--- src/rtl/callret_seq_pkg.sv ---
// Shared encodings for the call/return command sequencer.
package callret_seq_pkg;

    // Decoder-level command opcodes
    localparam logic [1:0] OP_CALL = 2'd0;
    localparam logic [1:0] OP_RET  = 2'd1;
    localparam logic [1:0] OP_PUSH = 2'd2;
    localparam logic [1:0] OP_POP  = 2'd3;

    // Sticky fault codes
    localparam logic [1:0] FLT_NONE = 2'd0;
    localparam logic [1:0] FLT_OVF  = 2'd1;
    localparam logic [1:0] FLT_UNF  = 2'd2;

    typedef enum logic [3:0] {
        S_IDLE,
        S_PUSH_RA,
        S_PUSH_FL,
        S_POP_FL,
        S_POP_RA,
        S_PUSH_D,
        S_POP_D,
        S_DONE,
        S_FAULT
    } state_t;

    // Everything a command needs after the accept cycle
    typedef struct packed {
        logic [1:0]  op;
        logic [7:0]  target;
        logic [31:0] data;
        logic [7:0]  ret_addr;
        logic [7:0]  flags;
    } cmd_t;

    // Return address wraps inside the 8-bit address space
    function automatic logic [7:0] calc_ret_addr(input logic [7:0] pc, input int unsigned step);
        return pc + step[7:0];
    endfunction

endpackage

--- src/rtl/callret_seq_depth_tracker.sv ---
// Up/down occupancy counter mirroring the downstream stack pointer.
module depth_tracker #(
    parameter int DEPTH = 2050,
    parameter int DW    = 12
) (
    input  logic          clk,
    input  logic          rst,
    input  logic          inc,
    input  logic          dec,
    output logic [DW-1:0] count,
    output logic          full,
    output logic          empty,
    output logic          near_full
);

    // Track pushes and pops; simultaneous inc/dec cancels out
    always_ff @(posedge clk or posedge rst) begin
        if (rst)
            count <= '0;
        else if (inc && !dec)
            count <= count + DW'(1);
        else if (dec && !inc)
            count <= count - DW'(1);
    end

    assign full      = (count == DW'(DEPTH));
    assign empty     = (count == '0);
    // Fewer than two free slots left: a two-word frame would not fit
    assign near_full = (count > DW'(DEPTH - 2));

endmodule

--- src/rtl/callret_seq.sv ---
// Turns CALL/RET/PUSH/POP commands into ordered single-cycle stack strobes.
module callret_seq
    import callret_seq_pkg::*;
#(
    parameter int          DEPTH   = 2050,
    parameter int unsigned PC_STEP = 4,
    parameter int          DW      = 12
) (
    input  logic          clk,
    input  logic          rst,
    input  logic          cmd_valid,
    output logic          cmd_ready,
    input  logic [1:0]    cmd_op,
    input  logic [7:0]    cmd_target,
    input  logic [31:0]   cmd_data,
    input  logic [7:0]    pc,
    input  logic [7:0]    flags,
    output logic          stack_push,
    output logic          stack_pop,
    output logic [31:0]   stack_wdata,
    input  logic [7:0]    stack_rdata,
    output logic          pc_load,
    output logic [7:0]    pc_next,
    output logic          flags_load,
    output logic [7:0]    flags_next,
    output logic          pop_valid,
    output logic [7:0]    pop_data,
    output logic [DW-1:0] depth,
    output logic          fault,
    output logic [1:0]    fault_code,
    input  logic          fault_clr
);

    state_t     state, state_nxt;
    cmd_t       cmd_q;
    logic [1:0] code_q, code_nxt;
    logic [7:0] pc_q, flags_q;
    logic       full, empty, near_full;

    depth_tracker #(.DEPTH(DEPTH), .DW(DW)) u_depth (
        .clk       (clk),
        .rst       (rst),
        .inc       (stack_push),
        .dec       (stack_pop),
        .count     (depth),
        .full      (full),
        .empty     (empty),
        .near_full (near_full)
    );

    // State, fault code, latched command and restored PC/flags
    always_ff @(posedge clk or posedge rst) begin
        if (rst) begin
            state   <= S_IDLE;
            code_q  <= FLT_NONE;
            cmd_q   <= '0;
            pc_q    <= '0;
            flags_q <= '0;
        end else begin
            state  <= state_nxt;
            code_q <= code_nxt;
            if (cmd_valid && cmd_ready) begin
                cmd_q.op       <= cmd_op;
                cmd_q.target   <= cmd_target;
                cmd_q.data     <= cmd_data;
                cmd_q.ret_addr <= calc_ret_addr(pc, PC_STEP);
                cmd_q.flags    <= flags;
            end
            if (state == S_POP_FL)
                flags_q <= stack_rdata;
            if (state == S_POP_RA)
                pc_q <= stack_rdata;
            if (state == S_DONE && cmd_q.op == OP_CALL)
                pc_q <= cmd_q.target;
        end
    end

    // Next state and per-state strobes; range checks happen at accept so the RAM is never touched on a fault
    always_comb begin
        state_nxt   = state;
        code_nxt    = code_q;
        cmd_ready   = 1'b0;
        stack_push  = 1'b0;
        stack_pop   = 1'b0;
        stack_wdata = '0;
        pc_load     = 1'b0;
        flags_load  = 1'b0;
        pop_valid   = 1'b0;
        pop_data    = '0;
        unique case (state)
            S_IDLE: begin
                cmd_ready = 1'b1;
                if (cmd_valid) begin
                    case (cmd_op)
                        OP_CALL: begin
                            if (near_full) begin
                                state_nxt = S_FAULT;
                                code_nxt  = FLT_OVF;
                            end else begin
                                state_nxt = S_PUSH_RA;
                            end
                        end
                        OP_RET: begin
                            if (depth < DW'(2)) begin
                                state_nxt = S_FAULT;
                                code_nxt  = FLT_UNF;
                            end else begin
                                state_nxt = S_POP_FL;
                            end
                        end
                        OP_PUSH: begin
                            if (full) begin
                                state_nxt = S_FAULT;
                                code_nxt  = FLT_OVF;
                            end else begin
                                state_nxt = S_PUSH_D;
                            end
                        end
                        default: begin
                            if (empty) begin
                                state_nxt = S_FAULT;
                                code_nxt  = FLT_UNF;
                            end else begin
                                state_nxt = S_POP_D;
                            end
                        end
                    endcase
                end
            end
            S_PUSH_RA: begin
                stack_push  = 1'b1;
                stack_wdata = {24'h0, cmd_q.ret_addr};
                state_nxt   = S_PUSH_FL;
            end
            S_PUSH_FL: begin
                stack_push  = 1'b1;
                stack_wdata = {24'h0, cmd_q.flags};
                state_nxt   = S_DONE;
            end
            S_POP_FL: begin
                stack_pop = 1'b1;
                state_nxt = S_POP_RA;
            end
            S_POP_RA: begin
                stack_pop = 1'b1;
                state_nxt = S_DONE;
            end
            S_PUSH_D: begin
                stack_push  = 1'b1;
                stack_wdata = cmd_q.data;
                state_nxt   = S_IDLE;
            end
            S_POP_D: begin
                stack_pop = 1'b1;
                pop_valid = 1'b1;
                pop_data  = stack_rdata;
                state_nxt = S_IDLE;
            end
            S_DONE: begin
                pc_load    = 1'b1;
                flags_load = (cmd_q.op == OP_RET);
                state_nxt  = S_IDLE;
            end
            S_FAULT: begin
                if (fault_clr) begin
                    state_nxt = S_IDLE;
                    code_nxt  = FLT_NONE;
                end
            end
            default: state_nxt = S_IDLE;
        endcase
    end

    // CALL presents its target in the DONE cycle; otherwise the held value shows
    assign pc_next    = (state == S_DONE && cmd_q.op == OP_CALL) ? cmd_q.target : pc_q;
    assign flags_next = flags_q;
    assign fault      = (state == S_FAULT);
    assign fault_code = code_q;

endmodule

--- config.mk ---
export PLATFORM = sky130hd
export DESIGN_NAME = callret_seq
export DESIGN_NICKNAME = d
export VERILOG_FILES = /design/src/rtl/callret_seq_pkg.sv /design/src/rtl/callret_seq_depth_tracker.sv /design/src/rtl/callret_seq.sv
export SDC_FILE = /design/constraint.sdc
export NUM_CORES = 1
export LEC_CHECK = 0
export ABC_AREA = 1
export CAP_MARGIN = 10
export CORE_ASPECT_RATIO = 1.25
export CORE_UTILIZATION = 52
export CTS_CLUSTER_DIAMETER = 100
export CTS_CLUSTER_SIZE = 16
export DETAILED_ROUTE_END_ITERATION = 8
export MAX_ROUTING_LAYER = met4
export PLACE_DENSITY = 0.87
export SYNTH_ARGS = -nofsm -noshare
export SYNTH_HDL_FRONTEND = slang
export SYNTH_SLANG_ARGS = --single-unit
export TNS_END_PERCENT = 30
--- constraint.sdc ---
create_clock -name clk -period 6.1 [get_ports clk]
set_input_delay 0.915 -clock clk [delete_from_list [all_inputs] [get_ports clk]]
set_output_delay 0.915 -clock clk [all_outputs]
set_load 0.01 [all_outputs]
# Word level (Yosys, flattened, before mapping)
# Cells that the tools add are included.
# totals
mem_bits_ro,0
mem_bits_rw,0
elab_cells,80
reg_bits,92
n_memories,0
in_bits,70
latch_bits,0
# op_classes
mul,0
n_mux,29
add_sub_neg,3
n_eq_ne,18
bitwise_logic,0
magnitude_cmp,2
n_reduce_logical,18
div,0
shift,0
# op_table
cell,n
one-hot mux 32 bit (3 select lines),1
2-to-1 mux 8 bit,4
2-to-1 mux 12 bit,2
2-to-1 mux 4 bit,6
one-hot mux 4 bit (5 select lines),1
equality test 4 x 3 -> 1 bit (second input constant),4
adder 12 x 1 -> 12 bit (second input constant),1
equality test 12 bit (second input constant),1
greater-than comparator 12 bit (second input constant),1
zero test 12 bit,1
< comparator 12 x 2 -> 1 bit (second input constant),1
2-to-1 mux 2 bit,6
one-hot mux 4 bit (3 select lines),1
subtractor 12 x 1 -> 12 bit (second input constant),1
!= test 3 bit (second input constant),3
adder 8 x 3 -> 8 bit (second input constant),1
equality test 4 x 2 -> 1 bit (second input constant),2
AND reduction 7 bit,1
2-to-1 mux 1 bit,6
one-hot mux 2 bit (3 select lines),1
nonzero test 2 bit,3
OR reduction 3 bit,2
!= test 5 x 2 -> 1 bit (second input constant),1
equality test 2 x 1 -> 1 bit (second input constant),2
other kinds (12),17

# Depth between registers and ports, before layout
# Gate-level depths: netlist (run 1).
# depth
word_depth,7
mapped_depth,18
depth_no_buf,17

# Modules after synthesis
# From an unflattened synthesis (run 1), not the netlist that was laid out.
# unflattened
cells_unflattened,657
hier_area_um2,4979.8
# modules_own_cells
module,cells_per_inst,n_inst,area_per_inst_um2,seq_area_each_um2
callret_seq,480,1,3847.4,2001.9
depth_tracker,177,1,1132.3,300.3

# Worst setup path before layout (run 1)
# Ideal clock, no wire load.
# synth_path
kind,register to register
startpoint,reg state[3]
endpoint,reg u_depth.count[3]
n_path_buf,1
stages_incl_launch_ff,16
setup_ns,0.135
synth_period_minus_slack_ns,2.749
required_ns,5.965
setup_slack_ns,3.351
arrival_ns,2.614
cell_sequence,dfrtp_1 nor2_1 inv_2 nor2_1 inv_1 buf_2 nand2_1 inv_1 ha_1 inv_1 ha_1 a21oi_1 nand2_1 or2_2 nand3_1 o21ai_0
# synth_via
elab_chain_len,6
elab_cells_between_ends,16
classes_between,eq/ne: 6; mux: 3; reduce/logical: 7
# synth_rtl
item,line,text
from (decl),callret_seq.sv:34,"state_t state, state_nxt;"
from (signal assigned),callret_seq.sv:60,state <= state_nxt;
equality test 4 x 2 -> 1 bit or equality test 4 x 3 -> 1 bit (tied branches),callret_seq.sv:90,unique case (state)
OR reduction 3 bit (no line) (*),-,
2-to-1 mux 1 bit (*),callret_seq.sv:90,
net stack_pop,callret_seq.sv:19,"output logic stack_pop,"
zero test 1 bit,callret_seq_depth_tracker.sv:20,else if (inc && !dec)
logical AND 1 bit,callret_seq_depth_tracker.sv:20,
2-to-1 mux 12 bit or nonzero test 2 bit (tied branches),-,
to (signal assigned),callret_seq_depth_tracker.sv:21,count <= count + DW'(1);
to (signal assigned),callret_seq_depth_tracker.sv:23,count <= count - DW'(1);
to (decl),callret_seq_depth_tracker.sv:10,"output logic [DW-1:0] count,"
# The timed path passes the listed nets; every way through them passes the cells marked *.
# A chain may end at the register's enable or synchronous reset.

# Worst setup path after layout (run 1)
# layout_path
startpoint,reg state[3]
endpoint,out pc_next[2]
# layout_via
elab_chain_len,3
# layout_rtl
item,line,text
equality test 4 x 3 -> 1 bit,callret_seq.sv:175,assign pc_next = (state == S_DONE && cmd_q.op == OP_CALL) ? cmd_q.target : pc_q;
logical AND 1 bit,callret_seq.sv:175,
2-to-1 mux 8 bit,callret_seq.sv:175,
to (decl),callret_seq.sv:23,"output logic [7:0] pc_next,"
# Every way passes these cells.

==> metrics.yaml, run 1 <==
run_status: "finished clean"
hold_buffers: 0
clk_pin_slew_ns: 0.07
ys_types: 32
peakVddDrop_mv: 0.266
gpl.final_weighted_congestion: 0.881
min-delay-path-class: "reg2reg"
antenna_cells_inserted: 0
portBuffers: 146
grt_start_max_net_pins: 76
startpoint: "state[3]"
ctsRootBufferMaster: "sky130_fd_sc_hd__clkbuf_16"
synthesis.instances: 665
cp.buffers_inverters: 3
postSynthRegisterBits: 92
largest_family_of_logic_cells_by_synthesized_area: "simple AND/OR/NAND/NOR gates"
ff_to_ff_path_depth: 13
grt_pass1_wl_mm: 23.3
timing_worst_slew_pin_value_ns: 1.15
yosysSeqAreaShare_pct: 45.9
drt_iter0_markers: 341
antenna_found_initial: 0
dp_slack_ns: 2.52
power.leakage_uw: 0.00328
wl_per_instance_um: 14.9
finalSetupViolCount: 0
reg2reg_slack_ns: 2.41
tns_ns: 0
area_fraction_in_compound_gates_after_synthesis_pct: 11.1
number_of_enable_type_register_cells_in_the_synthesized_netlist: 0
synth_xor_xnor_area_share_pct: 1.22
cts-buffers-inserted: 9
cap_viol_max_count: 0
setup_fix_bufs_post_cts: 0
required_ns: 5.18
netlist_top_cells_area: "sky130_fd_sc_hd__dfrtp_1 (46%), sky130_fd_sc_hd__nand2_1 (16%), sky130_fd_sc_hd__inv_1 (6.1%)"
timing.final.ws_setup_ns: 2.25
synth_fp_nets: 752
grt_overflow: 0
postSynth.asyncResetShare_pct: 100
post_synth.cell_area_avg_um2: 7.54
worstPathCellList: "nor2_1 -> nand3_1 -> inv_2 -> nand2_1 -> inv_2 -> nand2_1 -> o21ai_0 -> clkdlybuf4s50_1"
grt_setup_unrepaired: "no"
fp.dieW_um: 89.8
max_freq_ghz: 0.260
muxShareOfSynthArea_pct: 0
worstPathArrival_ns: 2.93
nNetsFinal: 890
crit_end: "pc_next[2]"
yosys.area.top_type: "sky130_fd_sc_hd__dfrtp_1"
mappedNetlistArea_um2: 5020
rr_startpoint: "state[3]"
dp_hpwl_mm: 10.3
setup.worst_path.end_class: "primary output"
die_area_um2: 10000
critPathMaxFanout: 16
core_area_um2: 9270
post-route-drc-count: 0
die-height_um: 112
slew-limit-headroom_pct: 23.6
final_cell_area_um2: 6830
firstDrtPassIters: 5
synth_warnings: 0
yosysTopAreaCellShare_pct: 45.9
insertion_delay_ns: 0.34
placedInstanceArea_um2: 6500
timing.final.crit_period_ns: 3.85
crit_cells: 8
synth-main-ff-cell: "sky130_fd_sc_hd__dfrtp_1"
clock_tree.buffer_depth: 2
initial_util_pct: 54.1
first_global_vias: 4984
cp_top_family: "simple AND/OR/NAND/NOR gates"
setup.worst_path.start_class: "register"
total_length_of_routed_wires_mm: 13.9
drive_gt1_share_pct: 5.07
post_cts.resized_instances: 0
drt.antenna.violating_nets: 0
finClkSkew_ns: 0.00405
adder_cell_fraction_of_synth_area_pct: 4.39
avgViaCountPerCell: 5.32
critPathKind: "reg2out"
critPathMaxStageDelay_ns: 0.61
h-tree-depth: 3
timing.final.hold_violations: 0
power_density_nw_per_um2: 573
routed_vias: 4955
cts_tree: "done"
worstReg2RegEnd: "u_depth.count[9]"
grt_usage_pct: 30.2
timing_max_transition_violations_final: 0
io-pin-count: 147
fillCellCount: 708
timing.critical_path.slowest_stage_cell: "sky130_fd_sc_hd__nor2_1"
synth-simple-area-share_pct: 27.9
area.growth.synth_to_final_pct: 36.1
layout_worst_path_cycle_share_pct: 63.1
numClockSinks: 92
num_rows: 39
[sequential cells by signal, summed over array words and instances (netlist names)]
| name | count |
|---|---|
| u_depth.count | 12 |
| fault_code | 2 |
| cmd_q | 58 |
| flags_next | 8 |
| state | 4 |
| pc_q | 8 |
[metal layers]
layer / GRT usage [%] / vias to the layer above / routed length (um)
li1: - / 2387 / -
met1: 34.5 / 2323 / 5570
met2: 51.7 / 209 / 7030
met3: 6.22 / 36 / 878
met4: 12.5 / 0 / 427
met5: - / - / 0
[worst reg2reg max path, stage by stage, from the launching register on]
cell,delay [ns]
sky130_fd_sc_hd__dfrtp_1,0.40
sky130_fd_sc_hd__nor2_1,0.61
sky130_fd_sc_hd__nand2_2,0.50
sky130_fd_sc_hd__nand3_1,0.26
sky130_fd_sc_hd__ha_1,0.21
sky130_fd_sc_hd__inv_1,0.22
sky130_fd_sc_hd__ha_1,0.46
sky130_fd_sc_hd__nand2_1,0.11
sky130_fd_sc_hd__o21ai_0,0.30
sky130_fd_sc_hd__nand2_1,0.13
sky130_fd_sc_hd__nand3_1,0.11
sky130_fd_sc_hd__nand2_1,0.06
sky130_fd_sc_hd__nand3_1,0.07
sky130_fd_sc_hd__o21ai_0,0.11
[final cells by class]
class | count | area (um^2) | area share (%)
Clock buffer | 9 | 225 | 3.30
Tap cell | 123 | 154 | 2.25
Sequential cell | 92 | 2300 | 33.7
Inverter | 90 | 339 | 4.97
Clock inverter | 7 | 98.8 | 1.45
Multi-Input combinational cell | 463 | 2240 | 32.8
Timing Repair Buffer | 147 | 1470 | 21.5
[worst min path at each step]
stage | end | slack (ns) | start | cells past startpoint
final | cmd_q[54] | 0.48 | cmd_q[54] | 2
after global routing | cmd_q[54] | 0.52 | cmd_q[54] | 2
after CTS | cmd_q[54] | 0.48 | cmd_q[54] | 2
after detailed placement | cmd_q[54] | 0.47 | cmd_q[54] | 2
after global placement | fault_code[1] | 0.46 | fault_code[1] | 2
after floorplan | cmd_q[0] | 0.45 | cmd_q[0] | 2
[logic make-up after synthesis]
logic type,count (synthesis)
AOI/OAI and AO/OA,95
xor gates and xnor gates,7
buffers and inverters,110
and+or+nand+nor,344
adders and majority gates,17
DFF,92
[Yosys cell counts (6+ instances only)]
cell / number
sky130_fd_sc_hd__clkbuf_1: 6
sky130_fd_sc_hd__a21oi_1: 15
sky130_fd_sc_hd__nand3_1: 48
sky130_fd_sc_hd__o221ai_1: 8
sky130_fd_sc_hd__o21ai_0: 44
sky130_fd_sc_hd__dfrtp_1: 92
sky130_fd_sc_hd__o21ai_2: 9
sky130_fd_sc_hd__nor2_1: 71
sky130_fd_sc_hd__inv_1: 82
sky130_fd_sc_hd__buf_2: 8
sky130_fd_sc_hd__ha_1: 16
sky130_fd_sc_hd__nand2_1: 213
sky130_fd_sc_hd__inv_2: 6
sky130_fd_sc_hd__o21ai_1: 13
[power by group]
group | internal [uW] | switching, uW
clock | 361 | 242
sequential | 917 | 193
combinational | 894 | 1300
[per-stage QoR]
step | hold WS (ns) | power, uW | cells | util, %
2_1_floorplan | 0.449 | 2540 | 665 | -
5_1_grt | 0.521 | 4250 | 931 | 73.6
6_report | 0.478 | 3910 | 931 | 73.6
3_3_place_gp | 0.462 | 3220 | 915 | 70.1
3_5_place_dp | 0.466 | 3270 | 915 | 70.1
4_1_cts | 0.484 | 3910 | 931 | 73.6
[cells in the final DEF (no fill, tap or decap), drive strengths merged]
master         Yosys  layout
a21boi             1       1
a21oi             15      15
buf               14       1
bufinv             0       2
clkbuf             6       9
clkdlybuf4s50      0     146
clkinv             2       4
clkinvlp           0       3
dfrtp             92      92
fa                 1       1
ha                16      16
inv               88      88
nand2            215     215
nand3             48      48
nand4              3       3
nor2              74      74
nor3               3       3
o2111ai            1       1
o21ai             66      66
o21bai             1       1
o221ai             8       8
o22ai              3       3
or2                1       1
xnor2              4       4
xor2               3       3
Note: power is estimated with default switching activity, not from simulation.
==> inputs of run 2 (changes only) <==
Settings changed: CORE_UTILIZATION 52 to 43, PLACE_DENSITY 0.87 to 0.77.
Clock period 6.1 ns to 3.08 ns, I/O delays scaled along.
==> metrics.yaml, run 2 (same netlist as run 1, synthesis figures left out) <==
run_status: "finished clean"
clock_tree.buffer_depth: 2  # unchanged
cts_tree: "done"
grt.met2_usage_pct: 38.1  # -14 points
initial_util_pct: 44.6  # -9.5 points
critPathMaxFanout: 11  # -5
ctsRootBufferMaster: "sky130_fd_sc_hd__clkbuf_16"
fp.dieW_um: 98.6  # +9.8%
dp_hpwl_mm: 10.0  # -3.2%
grt_use_met1_pct: 29.4  # -5.1 points
grt.busiest_layer: "met2"
hold_buffers: 0  # unchanged
drt_iter0_markers: 237  # -30%
post-route-util_pct: 62.0  # -12 points
max_flop_register: "cmd_q"
worstPathArrival_ns: 3.03  # +0.10 ns
power.leakage_uw: 0.00335  # +2.0%
num_rows: 43  # +10%
timing.critical_path.slowest_stage_cell: "sky130_fd_sc_hd__dfrtp_1"
min-delay-path-class: "reg2reg"
die-height_um: 123  # +9.8%
final_cell_mix: "sky130_fd_sc_hd__nand2_1 (213), sky130_fd_sc_hd__clkdlybuf4s50_1 (146), sky130_fd_sc_hd__dfrtp_1 (92)"
finClkSkew_ns: 0.00490  # +0.000846 ns
total_length_of_routed_wires_mm: 13.4  # -3.8%
reg2reg_slack_ns: 0.26  # -2.15 ns
finalSetupViolCount: 0  # unchanged
critPathKind: "reg2reg"
final_cell_area_um2: 6970  # +2.2%
post-route-drc-count: 0  # unchanged
insertion_delay_ns: 0.34  # about the same
drive_gt1_share_pct: 6.36  # +1.3 points
area.growth.synth_to_final_pct: 39.0
setup.worst_path.end_class: "register"
routed_vias: 4849  # -2.1%
tns_ns: 0  # unchanged
placedInstanceArea_um2: 6590  # +1.3%
core_area_um2: 11200  # +21%
cap_viol_max_count: 0  # unchanged
dp.cells: 933  # +2.0%
critPathMaxStageDelay_ns: 0.40  # -0.21 ns
fillCellCount: 970  # +37%
nNetsFinal: 899  # +1.0%
peakVddDrop_mv: 0.434  # +63%
grt_start_max_net_pins: 59  # -22%
wl_per_instance_um: 14.1  # -5.9%
die_area_um2: 12100  # +20%
clk_pin_slew_ns: 0.06  # about the same
antenna_found_initial: 0  # unchanged
cts-buffers-inserted: 9  # unchanged
layout_worst_path_cycle_share_pct: 91.6
worstPathCellList: "nor2_1 -> buf_4 -> nand2_1 -> nand3_1 -> ha_1 -> clkinvlp_4 -> buf_12 -> ha_1 -> a21oi_1 -> nand2_1 -> or2_2 -> nand3_1 -> o21ai_0"
grt_pass1_wl_mm: 21.8  # -6.4%
timing_max_transition_violations_final: 0  # unchanged
io-pin-count: 147  # unchanged
required_ns: 3.29  # -1.89 ns
grt_setup_unrepaired: "no"
setup.worst_path.start_class: "register"
gpl.final_weighted_congestion: 0.906  # +2.9%
firstDrtPassIters: 5  # unchanged
timing.final.hold_violations: 0  # unchanged
most_common_cell_after_layout_fill_and_taps_aside: "sky130_fd_sc_hd__nand2_1"
numClockSinks: 92  # unchanged
timing.final.crit_period_ns: 2.82
first_global_vias: 4701  # -5.7%
grt_overflow: 0  # unchanged
instances_no_fill: 952  # +2.3%
avgViaCountPerCell: 5.09  # -4.3%
grt_usage_pct: 23.6  # -6.6 points
largest_registers_in_the_final_layout: "cmd_q x58, u_depth.count x12"
largest_register_ffs: 58  # unchanged
drt.antenna.violating_nets: 0  # unchanged
timing_worst_slew_pin_value_ns: 0.626  # -0.519 ns
h-tree-depth: 3  # unchanged
power_density_nw_per_um2: 1130  # +98%
slew-limit-headroom_pct: 58.2  # +35 points
grt_use_met3_pct: 4.27  # -1.9 points
antenna_cells_inserted: 0  # unchanged
portBuffers: 146  # unchanged
max_freq_ghz: 0.354
power_uw: 7890  # +100%
-- run 2: final cells by class --
class,count,area (um^2),area share [%]
Tap cell,135,169,2.42
Sequential cell,92,2300,33.0
Inverter,90,343,4.92
Timing Repair Buffer,156,1570,22.5
Clock buffer,9,225,3.23
Clock inverter,7,123,1.76
Multi-Input combinational cell,463,2240,32.1
-- run 2: critical path, delay by kind of cell (launching register included) --
family | cells | cell delay, ns
adders and majority gates | 2 | 0.60
DFF | 1 | 0.40
and+or+nand+nor | 6 | 0.90
AOI/OAI and AO/OA | 2 | 0.31
buffers and inverters | 3 | 0.49
-- run 2: power breakdown --
group          switching, uW  internal (uW)
registers                359           1820
clock network            479            797
logic                   2560           1880
-- run 2: worst paths after layout --
path	start	to	cells after the start
setup / recovery	state[3]	u_depth.count[3]	13
hold / removal	fault_code[0]	fault_code[0]	2
setup reg to reg	state[3]	u_depth.count[3]	13
hold reg to reg	fault_code[0]	fault_code[0]	2
max in group asynchronous	rst	cmd_q[0]	3
min in group asynchronous	rst	cmd_q[1]	2
-- run 2: per-layer routing --
layer,wire [um],part of all wire (%)
met5,0,0
met2,6420,48
met3,728,5.4
met1,5820,43
met4,411,3.1
-- run 2: through the flow --
stage / setup WS (ns) / hold WS, ns
after floorplan: 0.226 / 0.449
after CTS: 0.139 / 0.479
after global placement: 0.342 / 0.460
after detailed placement: 0.245 / 0.463
after global routing: 0.0772 / 0.498
final: 0.258 / 0.477
-- run 2: repair_timing --
item / CTS / global route
setup buffers: 0 / 3
setup endpoints to repair: 0 / 3
gates resized for setup: 0 / 2
